**src/rtl/lock_supervisor_pkg.sv**
```systemverilog
// Lock supervisor shared types.
// FSM state encoding and timer sizing helper.
package lock_supervisor_pkg;

  typedef enum logic [2:0] {
    ST_PWRDN    = 3'd0,
    ST_RESET    = 3'd1,
    ST_WAIT     = 3'd2,
    ST_DEBOUNCE = 3'd3,
    ST_LOCKED   = 3'd4
  } lsup_state_e;

  // Width able to hold the largest of the three cycle limits.
  function automatic int unsigned tmr_width(
    input int unsigned a,
    input int unsigned b,
    input int unsigned c
  );
    int unsigned m;
    m = a;
    if (b > m) m = b;
    if (c > m) m = c;
    return $clog2(m + 1);
  endfunction

endpackage

```
**src/rtl/lock_supervisor_channel.sv**
```systemverilog
// One supervised MMCM/PLL channel.
// Synchronizer, reset/lock FSM, shared timer, loss counter.
module lock_supervisor_channel
  import lock_supervisor_pkg::*;
#(
  parameter int unsigned RST_CYCLES    = 4,
  parameter int unsigned LOCK_TIMEOUT  = 1000,
  parameter int unsigned STABLE_CYCLES = 16,
  parameter int unsigned CNT_WIDTH     = 6
) (
  input  logic                 clk_i,
  input  logic                 rst_i,
  input  logic                 locked_i,
  input  logic                 pwrdn_i,
  input  logic                 clear_i,
  output logic                 pll_rst_o,
  output logic                 pll_pwrdn_o,
  output logic                 locked_o,
  output logic                 timeout_o,
  output logic [CNT_WIDTH-1:0] cnt_o
);

  localparam int unsigned TW =
    tmr_width(RST_CYCLES, LOCK_TIMEOUT, STABLE_CYCLES);

  localparam logic [TW-1:0] TMR_ONE  = TW'(1);
  localparam logic [TW-1:0] RST_LAST = TW'(RST_CYCLES - 1);
  localparam logic [TW-1:0] TO_LAST  = TW'(LOCK_TIMEOUT - 1);
  // The WAIT_LOCK sample that triggers DEBOUNCE is the first
  // of the stable run, so DEBOUNCE itself covers the rest.
  localparam logic [TW-1:0] STB_LAST =
    TW'((STABLE_CYCLES > 1) ? STABLE_CYCLES - 2 : 0);

  localparam logic [CNT_WIDTH-1:0] CNT_ONE = CNT_WIDTH'(1);
  localparam logic [CNT_WIDTH-1:0] CNT_MAX = '1;

  logic [1:0]           sync_q;
  logic                 lock_s;
  lsup_state_e          state_q, state_d;
  logic [TW-1:0]        tmr_q, tmr_d;
  logic [CNT_WIDTH-1:0] cnt_q;
  logic                 tmo_q;
  logic                 loss_evt;
  logic                 tmo_evt;

  // Two-flop synchronizer for the asynchronous LOCKED input.
  always_ff @(posedge clk_i or posedge rst_i) begin
    if (rst_i) sync_q <= '0;
    else       sync_q <= {sync_q[0], locked_i};
  end

  assign lock_s = sync_q[1];

  // Next-state, timer and event decode; power-down overrides all.
  always_comb begin
    state_d  = state_q;
    tmr_d    = tmr_q;
    loss_evt = 1'b0;
    tmo_evt  = 1'b0;
    if (pwrdn_i) begin
      state_d = ST_PWRDN;
      tmr_d   = '0;
    end else begin
      unique case (state_q)
        ST_PWRDN: begin
          state_d = ST_RESET;
          tmr_d   = '0;
        end
        ST_RESET: begin
          if (tmr_q == RST_LAST) begin
            state_d = ST_WAIT;
            tmr_d   = '0;
          end else begin
            tmr_d = tmr_q + TMR_ONE;
          end
        end
        ST_WAIT: begin
          if (lock_s) begin
            state_d = (STABLE_CYCLES == 1) ? ST_LOCKED : ST_DEBOUNCE;
            tmr_d   = '0;
          end else if (tmr_q == TO_LAST) begin
            state_d = ST_RESET;
            tmr_d   = '0;
            tmo_evt = 1'b1;
          end else begin
            tmr_d = tmr_q + TMR_ONE;
          end
        end
        ST_DEBOUNCE: begin
          if (!lock_s) begin
            state_d = ST_WAIT;
            tmr_d   = '0;
          end else if (tmr_q == STB_LAST) begin
            state_d = ST_LOCKED;
            tmr_d   = '0;
          end else begin
            tmr_d = tmr_q + TMR_ONE;
          end
        end
        ST_LOCKED: begin
          if (!lock_s) begin
            state_d  = ST_RESET;
            tmr_d    = '0;
            loss_evt = 1'b1;
          end
        end
        default: begin
          state_d = ST_RESET;
          tmr_d   = '0;
        end
      endcase
    end
  end

  // FSM state and timer registers.
  always_ff @(posedge clk_i or posedge rst_i) begin
    if (rst_i) begin
      state_q <= ST_RESET;
      tmr_q   <= '0;
    end else begin
      state_q <= state_d;
      tmr_q   <= tmr_d;
    end
  end

  // Saturating loss counter and sticky timeout; events beat clear.
  always_ff @(posedge clk_i or posedge rst_i) begin
    if (rst_i) begin
      cnt_q <= '0;
      tmo_q <= 1'b0;
    end else begin
      if (clear_i) begin
        cnt_q <= loss_evt ? CNT_ONE : '0;
      end else if (loss_evt && (cnt_q != CNT_MAX)) begin
        cnt_q <= cnt_q + CNT_ONE;
      end
      tmo_q <= clear_i ? tmo_evt : (tmo_q | tmo_evt);
    end
  end

  assign pll_rst_o   = (state_q == ST_RESET) || (state_q == ST_PWRDN);
  assign pll_pwrdn_o = (state_q == ST_PWRDN);
  assign locked_o    = (state_q == ST_LOCKED);
  assign timeout_o   = tmo_q;
  assign cnt_o       = cnt_q;

endmodule

```
**src/rtl/lock_supervisor.sv**
```systemverilog
// Multi-channel MMCM/PLL lock supervisor.
// Replicates the channel block and registers the all-locked AND.
module lock_supervisor
  import lock_supervisor_pkg::*;
#(
  parameter int unsigned CHANNELS      = 2,
  parameter int unsigned RST_CYCLES    = 4,
  parameter int unsigned LOCK_TIMEOUT  = 1000,
  parameter int unsigned STABLE_CYCLES = 16,
  parameter int unsigned CNT_WIDTH     = 6
) (
  input  logic                          CLK,
  input  logic                          RST,
  input  logic [CHANNELS-1:0]           I_LOCKED,
  input  logic [CHANNELS-1:0]           I_PWRDWN,
  input  logic                          I_CLEAR,
  output logic [CHANNELS-1:0]           O_PLL_RST,
  output logic [CHANNELS-1:0]           O_PLL_PWRDWN,
  output logic [CHANNELS-1:0]           O_LOCKED,
  output logic                          O_ALL_LOCKED,
  output logic [CHANNELS-1:0]           O_TIMEOUT,
  output logic [CHANNELS*CNT_WIDTH-1:0] O_CNT
);

  logic all_q;

  for (genvar i = 0; i < CHANNELS; i++) begin : g_ch
    lock_supervisor_channel #(
      .RST_CYCLES    (RST_CYCLES),
      .LOCK_TIMEOUT  (LOCK_TIMEOUT),
      .STABLE_CYCLES (STABLE_CYCLES),
      .CNT_WIDTH     (CNT_WIDTH)
    ) u_ch (
      .clk_i       (CLK),
      .rst_i       (RST),
      .locked_i    (I_LOCKED[i]),
      .pwrdn_i     (I_PWRDWN[i]),
      .clear_i     (I_CLEAR),
      .pll_rst_o   (O_PLL_RST[i]),
      .pll_pwrdn_o (O_PLL_PWRDWN[i]),
      .locked_o    (O_LOCKED[i]),
      .timeout_o   (O_TIMEOUT[i]),
      .cnt_o       (O_CNT[i*CNT_WIDTH +: CNT_WIDTH])
    );
  end

  // Registered AND of every channel's lock status.
  always_ff @(posedge CLK or posedge RST) begin
    if (RST) all_q <= 1'b0;
    else     all_q <= &O_LOCKED;
  end

  assign O_ALL_LOCKED = all_q;

endmodule

```
**config.mk**
```make
export PLATFORM = sky130hd
export DESIGN_NAME = lock_supervisor
export DESIGN_NICKNAME = d
export VERILOG_FILES = /design/src/rtl/lock_supervisor_pkg.sv /design/src/rtl/lock_supervisor_channel.sv /design/src/rtl/lock_supervisor.sv
export SDC_FILE = /design/constraint.sdc
export NUM_CORES = 1
export LEC_CHECK = 0
export CELL_PAD_IN_SITES_DETAIL_PLACEMENT = 1
export CELL_PAD_IN_SITES_GLOBAL_PLACEMENT = 2
export CORE_ASPECT_RATIO = 0.75
export CORE_MARGIN = 10
export CORE_UTILIZATION = 37
export CTS_CLUSTER_DIAMETER = 60
export DETAILED_ROUTE_END_ITERATION = 16
export GPL_TIMING_DRIVEN = 0
export PLACE_DENSITY = 0.85
export SLEW_MARGIN = 20
export SYNTH_ARGS = -nofsm -noshare
export SYNTH_HDL_FRONTEND = slang
export SYNTH_SLANG_ARGS = --single-unit
```
**constraint.sdc**
```tcl
create_clock -name CLK -period 6.3 [get_ports CLK]
set_input_delay 0.945 -clock CLK [delete_from_list [all_inputs] [get_ports CLK]]
set_output_delay 0.945 -clock CLK [all_outputs]
set_load 0.02 [all_outputs]
```
==> results.sh, run 1 <==
export IMPL_status="completed"
export IMPL_syn_inst=284
export IMPL_crit_start="g_ch[0].u_ch.state_q[1]"
export IMPL_r2r_cells=5
export IMPL_areaGrowthSynthToFinish_pct=18.24
export IMPL_post_dp_cell_area_mm2=0.002944
export IMPL_ctsHoldBuffers=0
export IMPL_finalClockSkew_ns=0.01089
export IMPL_grt_pass1_vias=2176
export IMPL_wl_um=6366
export IMPL_grt_ovfl_total=0
export IMPL_fp_dieW_um=116.0
export IMPL_p_leak_nw=1.233
export IMPL_worstSetupStartpointType="flop"
export IMPL_worst_slack_ns=3.073
export IMPL_grt_max_degree=33
export IMPL_die_h_um=92.02
export IMPL_nets=331
export IMPL_top_level_ports=28
export IMPL_antennaDiodeCount=0
export IMPL_start_util=0.3781
export IMPL_ir_drop_uv=86.81
export IMPL_synth_area_per_cell_um2=9.010
export IMPL_final_max_slew_viol_count=0
export IMPL_setup_violations=0
export IMPL_grt_antenna_before_repair=0
export IMPL_cts_tree="built"
export IMPL_critical_path_arrival_ns=2.28
export IMPL_finalHoldViolations=0
export IMPL_cts_setup_buffers=0
export IMPL_yosys_warnings=0
export IMPL_min_path_type="flop to flop"
export IMPL_cap_violations=0
export IMPL_grt_pass1_wl_um=11030
export IMPL_end_kind="primary output"
export IMPL_critPathRequiredTime_ns=5.35
export IMPL_drive_gt1_frac=0.08777
export IMPL_gp_congestion=0.7869
export IMPL_fin_area_mm2=0.003025
export IMPL_clock_latency_ns=0.31
export IMPL_slew_headroom=0.3973
export IMPL_place_ws_ns=3.394
export IMPL_core_mm2=0.006766
export IMPL_dpl_hpwl_um=4779
export IMPL_drc=0
export IMPL_cts_reportedPaths_clkPinSlew_ns=0.09
export IMPL_whs_path_depth=0
export IMPL_synth_edff_count=0
export IMPL_cts_resized=0
export IMPL_seq_area_frac_synth=0.4411
export IMPL_portBuffers=26
export IMPL_synth_net_count=297
export IMPL_whs_ns=0.3550
export IMPL_wire_per_inst_um=15.80
export IMPL_std_cell_rows=26
export IMPL_clockRootBuffer="clkbuf_8"
export IMPL_worstPathMaxFanout=10
export IMPL_reg2reg_slack_ns=3.93
export IMPL_htree_levels=2
export IMPL_cts_max_path_buffers=2
export IMPL_rsz0062_at_grt="false"
export IMPL_viasPerCell=5.268
export IMPL_utilization=0.4471
export IMPL_vias=2123
export IMPL_first_iter_violations=53
export IMPL_clock_sinks=45
export IMPL_r2r_end="g_ch[1].u_ch.tmr_q[8]"
export IMPL_async_flop_share=1.000
export IMPL_tns_ns=0
export IMPL_drtPass1Iterations=4
export IMPL_ys_types=51
export IMPL_postRouteAntennaNets=0
export IMPL_fin_crit_sh=0.5123
export IMPL_numCtsBuffers=5
export IMPL_crit_end="O_LOCKED[0]"
export IMPL_finalCriticalPeriod_ns=3.227
export IMPL_dieArea_mm2=0.01068
export IMPL_netlist_area_mm2=0.002559
export IMPL_tightest_slew_ns=0.9021
export IMPL_rr_startpoint="g_ch[1].u_ch.tmr_q[6]"
export IMPL_p_per_area_mw_per_mm2=196.3
export IMPL_path_class="flop to primary output"
export IMPL_max_freq_mhz=309.8
export IMPL_synthFlopType="dfrtp_1"
export IMPL_ys_seq_elements=45
export IMPL_grt_total_usage=0.1259
==> sequential cells by signal (all words and copies together) (netlist names) <==
signal	count
g_ch.u_ch.cnt_o	12
g_ch.u_ch.sync_q	4
g_ch.u_ch.state_q	6
O_ALL_LOCKED	1
g_ch.u_ch.timeout_o	2
g_ch.u_ch.tmr_q	20
==> how the worst min path moves through the flow <==
stage / startpoint / endpoint / slack [ns]
detailed placement: g_ch[0].u_ch.sync_q[0] / g_ch[0].u_ch.sync_q[1] / 0.34
global placement: g_ch[1].u_ch.sync_q[0] / g_ch[1].u_ch.sync_q[1] / 0.33
floorplan: g_ch[0].u_ch.sync_q[0] / g_ch[0].u_ch.sync_q[1] / 0.33
CTS: g_ch[1].u_ch.sync_q[0] / g_ch[1].u_ch.sync_q[1] / 0.36
finish: g_ch[1].u_ch.sync_q[0] / g_ch[1].u_ch.sync_q[1] / 0.35
global route: g_ch[0].u_ch.sync_q[0] / g_ch[0].u_ch.sync_q[1] / 0.36
==> layer usage <==
layer	vias up	global-route usage	wire (um)
met1	1030	0.1727	3192
li1	1070	-	-
met5	-	0	0
met3	8	0.02865	188
met2	15	0.1953	2920
met4	0	0.03119	65
==> critical path, stage by stage (launching register included) <==
cell	delay (ns)
dfrtp_1	0.36
clkbuf_1	0.21
or3b_2	0.55
inv_1	0.15
buf_4	0.13
clkdlybuf4s50_1	0.59
==> per-stage QoR <==
| stage | std cells | total power [mW] |
|---|---|---|
| floorplan | 284 | 0.3830 |
| global placement | 394 | 0.4158 |
| detailed placement | 395 | 0.4196 |
| CTS | 403 | 0.6034 |
| global route | 403 | 0.6253 |
| finish | 403 | 0.5938 |
==> Yosys cell counts (5+ instances only) <==
| master | n | area, um^2 |
|---|---|---|
| ha_1 | 6 | 75.07 |
| nor3_1 | 12 | 60.06 |
| nand2_1 | 36 | 135.1 |
| xor2_1 | 5 | 43.79 |
| a22o_1 | 5 | 43.79 |
| inv_1 | 12 | 45.04 |
| a21oi_1 | 8 | 40.04 |
| nand4_1 | 6 | 37.54 |
| nor2_1 | 32 | 120.1 |
| mux2i_1 | 5 | 50.05 |
| buf_4 | 8 | 60.06 |
| clkbuf_1 | 5 | 18.77 |
| nand3_1 | 14 | 70.07 |
| o211ai_1 | 5 | 37.54 |
| dfrtp_1 | 43 | 1076 |
| xnor2_1 | 7 | 61.31 |
| o21ai_0 | 15 | 75.07 |
| or3_1 | 5 | 31.28 |
==> placed cells by master (no fill, tap or decap), types with 2 or more instances in the layout <==
cell type	synthesis	layout
and3_1	3	3
nand3b_1	4	4
a31oi_1	2	2
nor2b_1	4	4
o21ai_0	15	15
clkdlybuf4s50_1	0	26
o221ai_1	2	2
a21oi_1	8	8
xor2_1	5	5
o22ai_1	3	3
o211ai_1	5	5
buf_4	8	8
or3_1	5	5
clkbuf_8	0	5
clkbuf_1	5	7
dfrtp_1	43	43
a22o_1	5	5
buf_6	2	2
and2_1	2	2
nor3_1	12	12
dfstp_2	2	2
nand2b_1	2	2
or3b_1	2	2
ha_1	6	6
mux2i_1	5	5
nand3_1	14	14
nand4_1	6	6
inv_2	1	2
nor2_1	32	32
o31ai_1	4	4
or4_1	2	2
xnor2_1	7	7
nor4_1	2	2
nand2_1	36	36
inv_1	12	11
==> cell families after synthesis <==
group | synth area share
AO/OA/AOI/OAI | 0.1452
XOR/XNOR | 0.04108
AND/OR/NAND/NOR | 0.2650
multiplexers | 0.01956
flip-flops | 0.4411
adder cells (fa/ha/maj) | 0.02934
buffers and inverters | 0.05868
==> where the power goes <==
part / switching, mW / internal, mW / total [mW]
Sequential: 0.00829 / 0.298 / 0.306
Clock: 0.103 / 0.0782 / 0.181
Combinational: 0.0609 / 0.0461 / 0.107
Total: 0.172 / 0.422 / 0.594
==> area by class of cell <==
cell class	count	area [um^2]
plain buffers	15	101.3
clock buffers	7	76.32
clock inverters	1	5.005
fillers	814	3741
inverters	13	48.80
multi-input cells	211	1280
flip-flops and latches	45	1129
well taps	84	105.1
repair buffers	27	280.3
No activity file was read; power rests on OpenSTA's default activity.
==> run 2: changes to the inputs <==
--- a/config.mk
+++ b/config.mk
@@ -9,11 +9,11 @@
 export CELL_PAD_IN_SITES_GLOBAL_PLACEMENT = 2
 export CORE_ASPECT_RATIO = 0.75
 export CORE_MARGIN = 10
-export CORE_UTILIZATION = 37
+export CORE_UTILIZATION = 35
 export CTS_CLUSTER_DIAMETER = 60
 export DETAILED_ROUTE_END_ITERATION = 16
 export GPL_TIMING_DRIVEN = 0
-export PLACE_DENSITY = 0.85
+export PLACE_DENSITY = 0.81
 export SLEW_MARGIN = 20
 export SYNTH_ARGS = -nofsm -noshare
 export SYNTH_HDL_FRONTEND = slang
==> constraint.sdc (replaced) <==
create_clock -name CLK -period 3.3 [get_ports CLK]
set_input_delay 0.495 -clock CLK [delete_from_list [all_inputs] [get_ports CLK]]
set_output_delay 0.495 -clock CLK [all_outputs]
set_load 0.02 [all_outputs]
==> results.sh, run 2 (synthesis gave the netlist of run 1 again) <==
export IMPL_cap_violations=0
export IMPL_wl_um=6387
export IMPL_layout_common_cells="dfrtp_1, nand2_1, nor2_1, clkdlybuf4s50_1, o21ai_0"
export IMPL_instances_no_fill=417
export IMPL_path_cells="clkbuf_1 -> or3b_2 -> inv_1 -> buf_4 -> clkdlybuf4s50_1"
export IMPL_end_kind="primary output"
export IMPL_grt_max_degree=29
export IMPL_finalHoldViolations=0
export IMPL_tightest_slew_ns=0.9814
export IMPL_power_mw=1.226
export IMPL_hold_end="g_ch[1].u_ch.sync_q[1]"
export IMPL_rsz0062_at_grt="false"
export IMPL_grtUsageMet1=0.1487
export IMPL_worstSetupStartpointType="flop"
export IMPL_grt_pass1_vias=2320
export IMPL_critPathRequiredTime_ns=2.80
export IMPL_critical_path_arrival_ns=2.31
export IMPL_grt_busiest_layer="met2"
export IMPL_r2r_end="g_ch[1].u_ch.tmr_q[3]"
export IMPL_drc=0
export IMPL_cts_resized=0
export IMPL_whs_path_depth=0
export IMPL_nets=331
export IMPL_numCtsBuffers=5
export IMPL_grt_pass1_wl_um=11250
export IMPL_dpl_hpwl_um=4831
export IMPL_postRouteAntennaNets=0
export IMPL_r2r_cells=5
export IMPL_fp_dieW_um=118.7
export IMPL_finalCriticalPeriod_ns=2.805
export IMPL_cts_max_path_buffers=2
export IMPL_start_util=0.3675
export IMPL_clock_sinks=45
export IMPL_top_register="g_ch.u_ch.tmr_q"
export IMPL_finalClockSkew_ns=0.01037
export IMPL_slew_headroom=0.3443
export IMPL_ir_drop_uv=212.3
export IMPL_clock_latency_ns=0.30
export IMPL_p_per_area_mw_per_mm2=398.3
export IMPL_final_common_cell="dfrtp_1"
export IMPL_drive_gt1_frac=0.09091
export IMPL_first_iter_violations=82
export IMPL_ctsHoldBuffers=0
export IMPL_min_from="g_ch[1].u_ch.sync_q[0]"
export IMPL_worst_slack_ns=0.4954
export IMPL_cts_reportedPaths_clkPinSlew_ns=0.08
export IMPL_max_freq_mhz=356.6
export IMPL_path_class="flop to primary output"
export IMPL_cpPeakStageDelay_ns=0.59
export IMPL_drtPass1Iterations=3
export IMPL_dieArea_mm2=0.01117
export IMPL_grt_ovfl_total=0
export IMPL_grt_antenna_before_repair=0
export IMPL_reg2reg_slack_ns=0.87
export IMPL_die_h_um=94.05
export IMPL_whs_ns=0.3547
export IMPL_core_mm2=0.006962
export IMPL_top_level_ports=28
export IMPL_std_cell_rows=26
export IMPL_antennaDiodeCount=0
export IMPL_status="completed"
export IMPL_vias=2170
export IMPL_place_ws_ns=0.8118
export IMPL_min_path_type="flop to flop"
export IMPL_htree_levels=2
export IMPL_clockRootBuffer="clkbuf_8"
export IMPL_crit_path_top_delay_cell="clkdlybuf4s50_1"
export IMPL_cts_tree="built"
export IMPL_fin_crit_sh=0.8499
export IMPL_gp_congestion=0.8210
export IMPL_final_max_slew_viol_count=0
export IMPL_cts_setup_buffers=0
export IMPL_p_leak_nw=1.249
export IMPL_placed_cells=409
export IMPL_areaGrowthSynthToFinish_pct=20.29
export IMPL_grt_total_usage=0.1203
export IMPL_portBuffers=26
export IMPL_worstPathMaxFanout=10
export IMPL_largest_reg_flops=20
export IMPL_tns_ns=0
export IMPL_setup_violations=0
export IMPL_grt_util_met2=0.2056
export IMPL_wire_per_inst_um=15.32
export IMPL_viasPerCell=5.204
export IMPL_grt_use_met3=0.02943
export IMPL_rr_startpoint="g_ch[1].u_ch.tmr_q[6]"
[run 2: how the worst max path moves through the flow]
stage	slack, ns	to	depth (start not counted)	start
2_1_floorplan	1.30	g_ch[1].u_ch.tmr_q[7]	6	g_ch[1].u_ch.state_q[0]
3_3_place_gp	0.70	g_ch[1].u_ch.tmr_q[0]	2	RST
3_5_place_dp	0.81	O_LOCKED[0]	5	g_ch[0].u_ch.state_q[1]
4_1_cts	0.47	O_LOCKED[0]	5	g_ch[0].u_ch.state_q[1]
5_1_grt	0.37	O_LOCKED[0]	5	g_ch[0].u_ch.state_q[1]
6_report	0.50	O_LOCKED[0]	5	g_ch[0].u_ch.state_q[1]
[run 2: critical path: cells and delay by family, from the launching register on]
kind	cells	cell delay, ns
flip-flops	1	0.36
AND/OR/NAND/NOR	1	0.55
buffers and inverters	4	1.10
[run 2: area by class of cell]
class | count | area, um^2
Tap cell | 98 | 122.6
Fill cell | 855 | 3884
Multi-Input combinational cell | 211 | 1280
Timing Repair Buffer | 27 | 280.3
Sequential cell | 45 | 1129
Clock inverter | 1 | 30.03
Inverter | 13 | 48.80
Clock buffer | 7 | 86.33
Buffer | 15 | 101.3
[run 2: per-layer routing]
metal,vias up,share of wire
met4,0,0.0072
met2,12,0.48
met3,5,0.025
met5,-,0
met1,1087,0.49
li1,1066,-
[run 2: power by group]
group,switching [mW],total [mW],internal [mW]
sequential,0.0155,0.584,0.568
combinational,0.117,0.205,0.0879
clock,0.191,0.438,0.247
total,0.323,1.23,0.903
[run 2: metrics by stage]
stage / area [um^2] / util
2_1_floorplan: 2559 / -
3_3_place_gp: 2942 / 0.4225
3_5_place_dp: 2962 / 0.4254
4_1_cts: 3078 / 0.4421
5_1_grt: 3078 / 0.4421
6_report: 3078 / 0.4421
==> run 3: changes to the inputs <==
==> constraint.sdc (replaced) <==
create_clock -name CLK -period 2.8 [get_ports CLK]
set_input_delay 0.42 -clock CLK [delete_from_list [all_inputs] [get_ports CLK]]
set_output_delay 0.42 -clock CLK [all_outputs]
set_load 0.02 [all_outputs]
==> results.sh, run 3 (synthesis gave the netlist of run 1 again) <==
export IMPL_status="completed"
export IMPL_gp_congestion=0.8210
export IMPL_fp_dieW_um=118.7
export IMPL_tns_ns=0
export IMPL_final_max_slew_viol_count=0
export IMPL_layout_common_cells="dfrtp_1, nand2_1, nor2_1, clkdlybuf4s50_1, o21ai_0"
export IMPL_finalHoldViolations=0
export IMPL_std_cell_rows=26
export IMPL_finalClockSkew_ns=0.01037
export IMPL_top_level_ports=28
export IMPL_final_common_cell="dfrtp_1"
export IMPL_fin_crit_sh=0.9362
export IMPL_postRouteAntennaNets=0
export IMPL_start_util=0.3675
export IMPL_slew_headroom=0.3443
export IMPL_vias=2171
export IMPL_critical_path_arrival_ns=2.20
export IMPL_grt_max_degree=29
export IMPL_ctsHoldBuffers=0
export IMPL_end_kind="primary output"
export IMPL_areaGrowthSynthToFinish_pct=20.39
export IMPL_die_h_um=94.05
export IMPL_clock_latency_ns=0.30
export IMPL_setup_violations=0
export IMPL_grt_pass1_wl_um=11250
export IMPL_drc=0
export IMPL_placed_cells=409
export IMPL_cts_tree="built"
export IMPL_grt_pass1_vias=2320
export IMPL_wl_um=6388
export IMPL_rsz0062_at_grt="false"
export IMPL_ir_drop_uv=250.2
export IMPL_power_share_clock=0.357
export IMPL_clockRootBuffer="clkbuf_8"
export IMPL_cts_max_path_buffers=2
export IMPL_core_mm2=0.006962
export IMPL_finalCriticalPeriod_ns=2.621
export IMPL_grt_antenna_before_repair=0
export IMPL_dpl_hpwl_um=4831
export IMPL_viasPerCell=5.206
export IMPL_antennaDiodeCount=0
export IMPL_top_register="g_ch.u_ch.tmr_q"
export IMPL_tightest_slew_ns=0.9814
export IMPL_worstPathMaxFanout=10
export IMPL_cts_reportedPaths_clkPinSlew_ns=0.08
export IMPL_wire_per_inst_um=15.32
export IMPL_rr_startpoint="g_ch[1].u_ch.tmr_q[6]"
export IMPL_clock_sinks=45
export IMPL_switchingPower_mw=0.3808
export IMPL_drive_gt1_frac=0.09091
export IMPL_instances_no_fill=417
export IMPL_crit_start="g_ch[0].u_ch.state_q[1]"
export IMPL_cts_resized=0
export IMPL_nFillCells=854
export IMPL_grt_ovfl_total=0
export IMPL_htree_levels=2
export IMPL_min_from="g_ch[1].u_ch.sync_q[0]"
export IMPL_max_freq_mhz=381.5
export IMPL_numCtsBuffers=5
export IMPL_worstSetupStartpointType="flop"
export IMPL_seq_power_share=0.476
export IMPL_internal_power_mw=1.065
export IMPL_cts_setup_buffers=0
export IMPL_critPathRequiredTime_ns=2.38
export IMPL_grt_total_usage=0.1203
export IMPL_dieArea_mm2=0.01117
export IMPL_drtPass1Iterations=3
export IMPL_largest_reg_flops=20
export IMPL_nets=331
export IMPL_p_per_area_mw_per_mm2=469.2
export IMPL_portBuffers=26
export IMPL_p_leak_nw=1.251
export IMPL_combPwrFrac=0.167
export IMPL_cap_violations=0
export IMPL_first_iter_violations=84
export IMPL_sw_frac_of_total=0.2635
export IMPL_min_path_type="flop to flop"
export IMPL_path_class="flop to primary output"
==> run 3: cell counts in the layout (fill, tap and decap cells not counted) <==
Identical to the previous run, type by type.
==> run 3: stage by stage <==
step	worst slack [ns]	hold slack, ns	util	total power, mW	cell area, um^2
2_1_floorplan	0.8024	0.3312	-	0.8617	2559
3_3_place_gp	0.2753	0.3346	0.4225	0.9373	2942
3_5_place_dp	0.3461	0.3356	0.4254	0.9445	2962
4_1_cts	0.04157	0.3580	0.4421	1.472	3078
5_1_grt	0.06056	0.3721	0.4425	1.528	3080
6_report	0.1786	0.3547	0.4425	1.445	3080
==> run 3: critical path: stages, from the launching register on <==
cell and delay, ns:
dfrtp_1 0.36, clkbuf_1 0.21, or3b_4 0.45, inv_1 0.15, buf_4 0.13, clkdlybuf4s50_1 0.59
==> run 3: final cells by class <==
cell class / instances / area (um^2) / share of cell area
Multi-Input combinational cell: 211 / 1282 / 0.4163
Sequential cell: 45 / 1129 / 0.3664
Timing Repair Buffer: 27 / 280.3 / 0.09098
Tap cell: 98 / 122.6 / 0.03981
Buffer: 15 / 101.3 / 0.03290
Clock buffer: 7 / 86.33 / 0.02803
Inverter: 13 / 48.80 / 0.01584
Clock inverter: 1 / 30.03 / 0.009748
==> run 3: final timing paths <==
kind | endpoint | cells past startpoint | slack, ns
max | O_LOCKED[0] | 5 | 0.18
min | g_ch[1].u_ch.sync_q[1] | 0 | 0.35
max reg2reg | g_ch[1].u_ch.tmr_q[3] | 5 | 0.37
min reg2reg | g_ch[1].u_ch.sync_q[1] | 0 | 0.35
max in group asynchronous | g_ch[1].u_ch.state_q[0] | 3 | 1.81
min in group asynchronous | g_ch[0].u_ch.tmr_q[5] | 2 | 0.43
==> run 3: per-layer routing <==
layer / track usage / routed length [um] / vias up / share of wire
met5: 0 / 0 / - / 0
met4: 0.03245 / 46 / 0 / 0.0072
met3: 0.02943 / 162 / 5 / 0.025
met2: 0.2056 / 3077 / 12 / 0.48
met1: 0.1487 / 3102 / 1087 / 0.49
li1: - / - / 1067 / -
==> run 3: power by group through the flow <==
stage | clock, mW | combinational (mW) | sequential, mW
floorplan | 0 | 0.166 | 0.696
global placement | 0 | 0.237 | 0.700
detailed placement | 0 | 0.244 | 0.701
CTS | 0.539 | 0.245 | 0.688
global route | 0.561 | 0.275 | 0.692
finish | 0.516 | 0.242 | 0.688
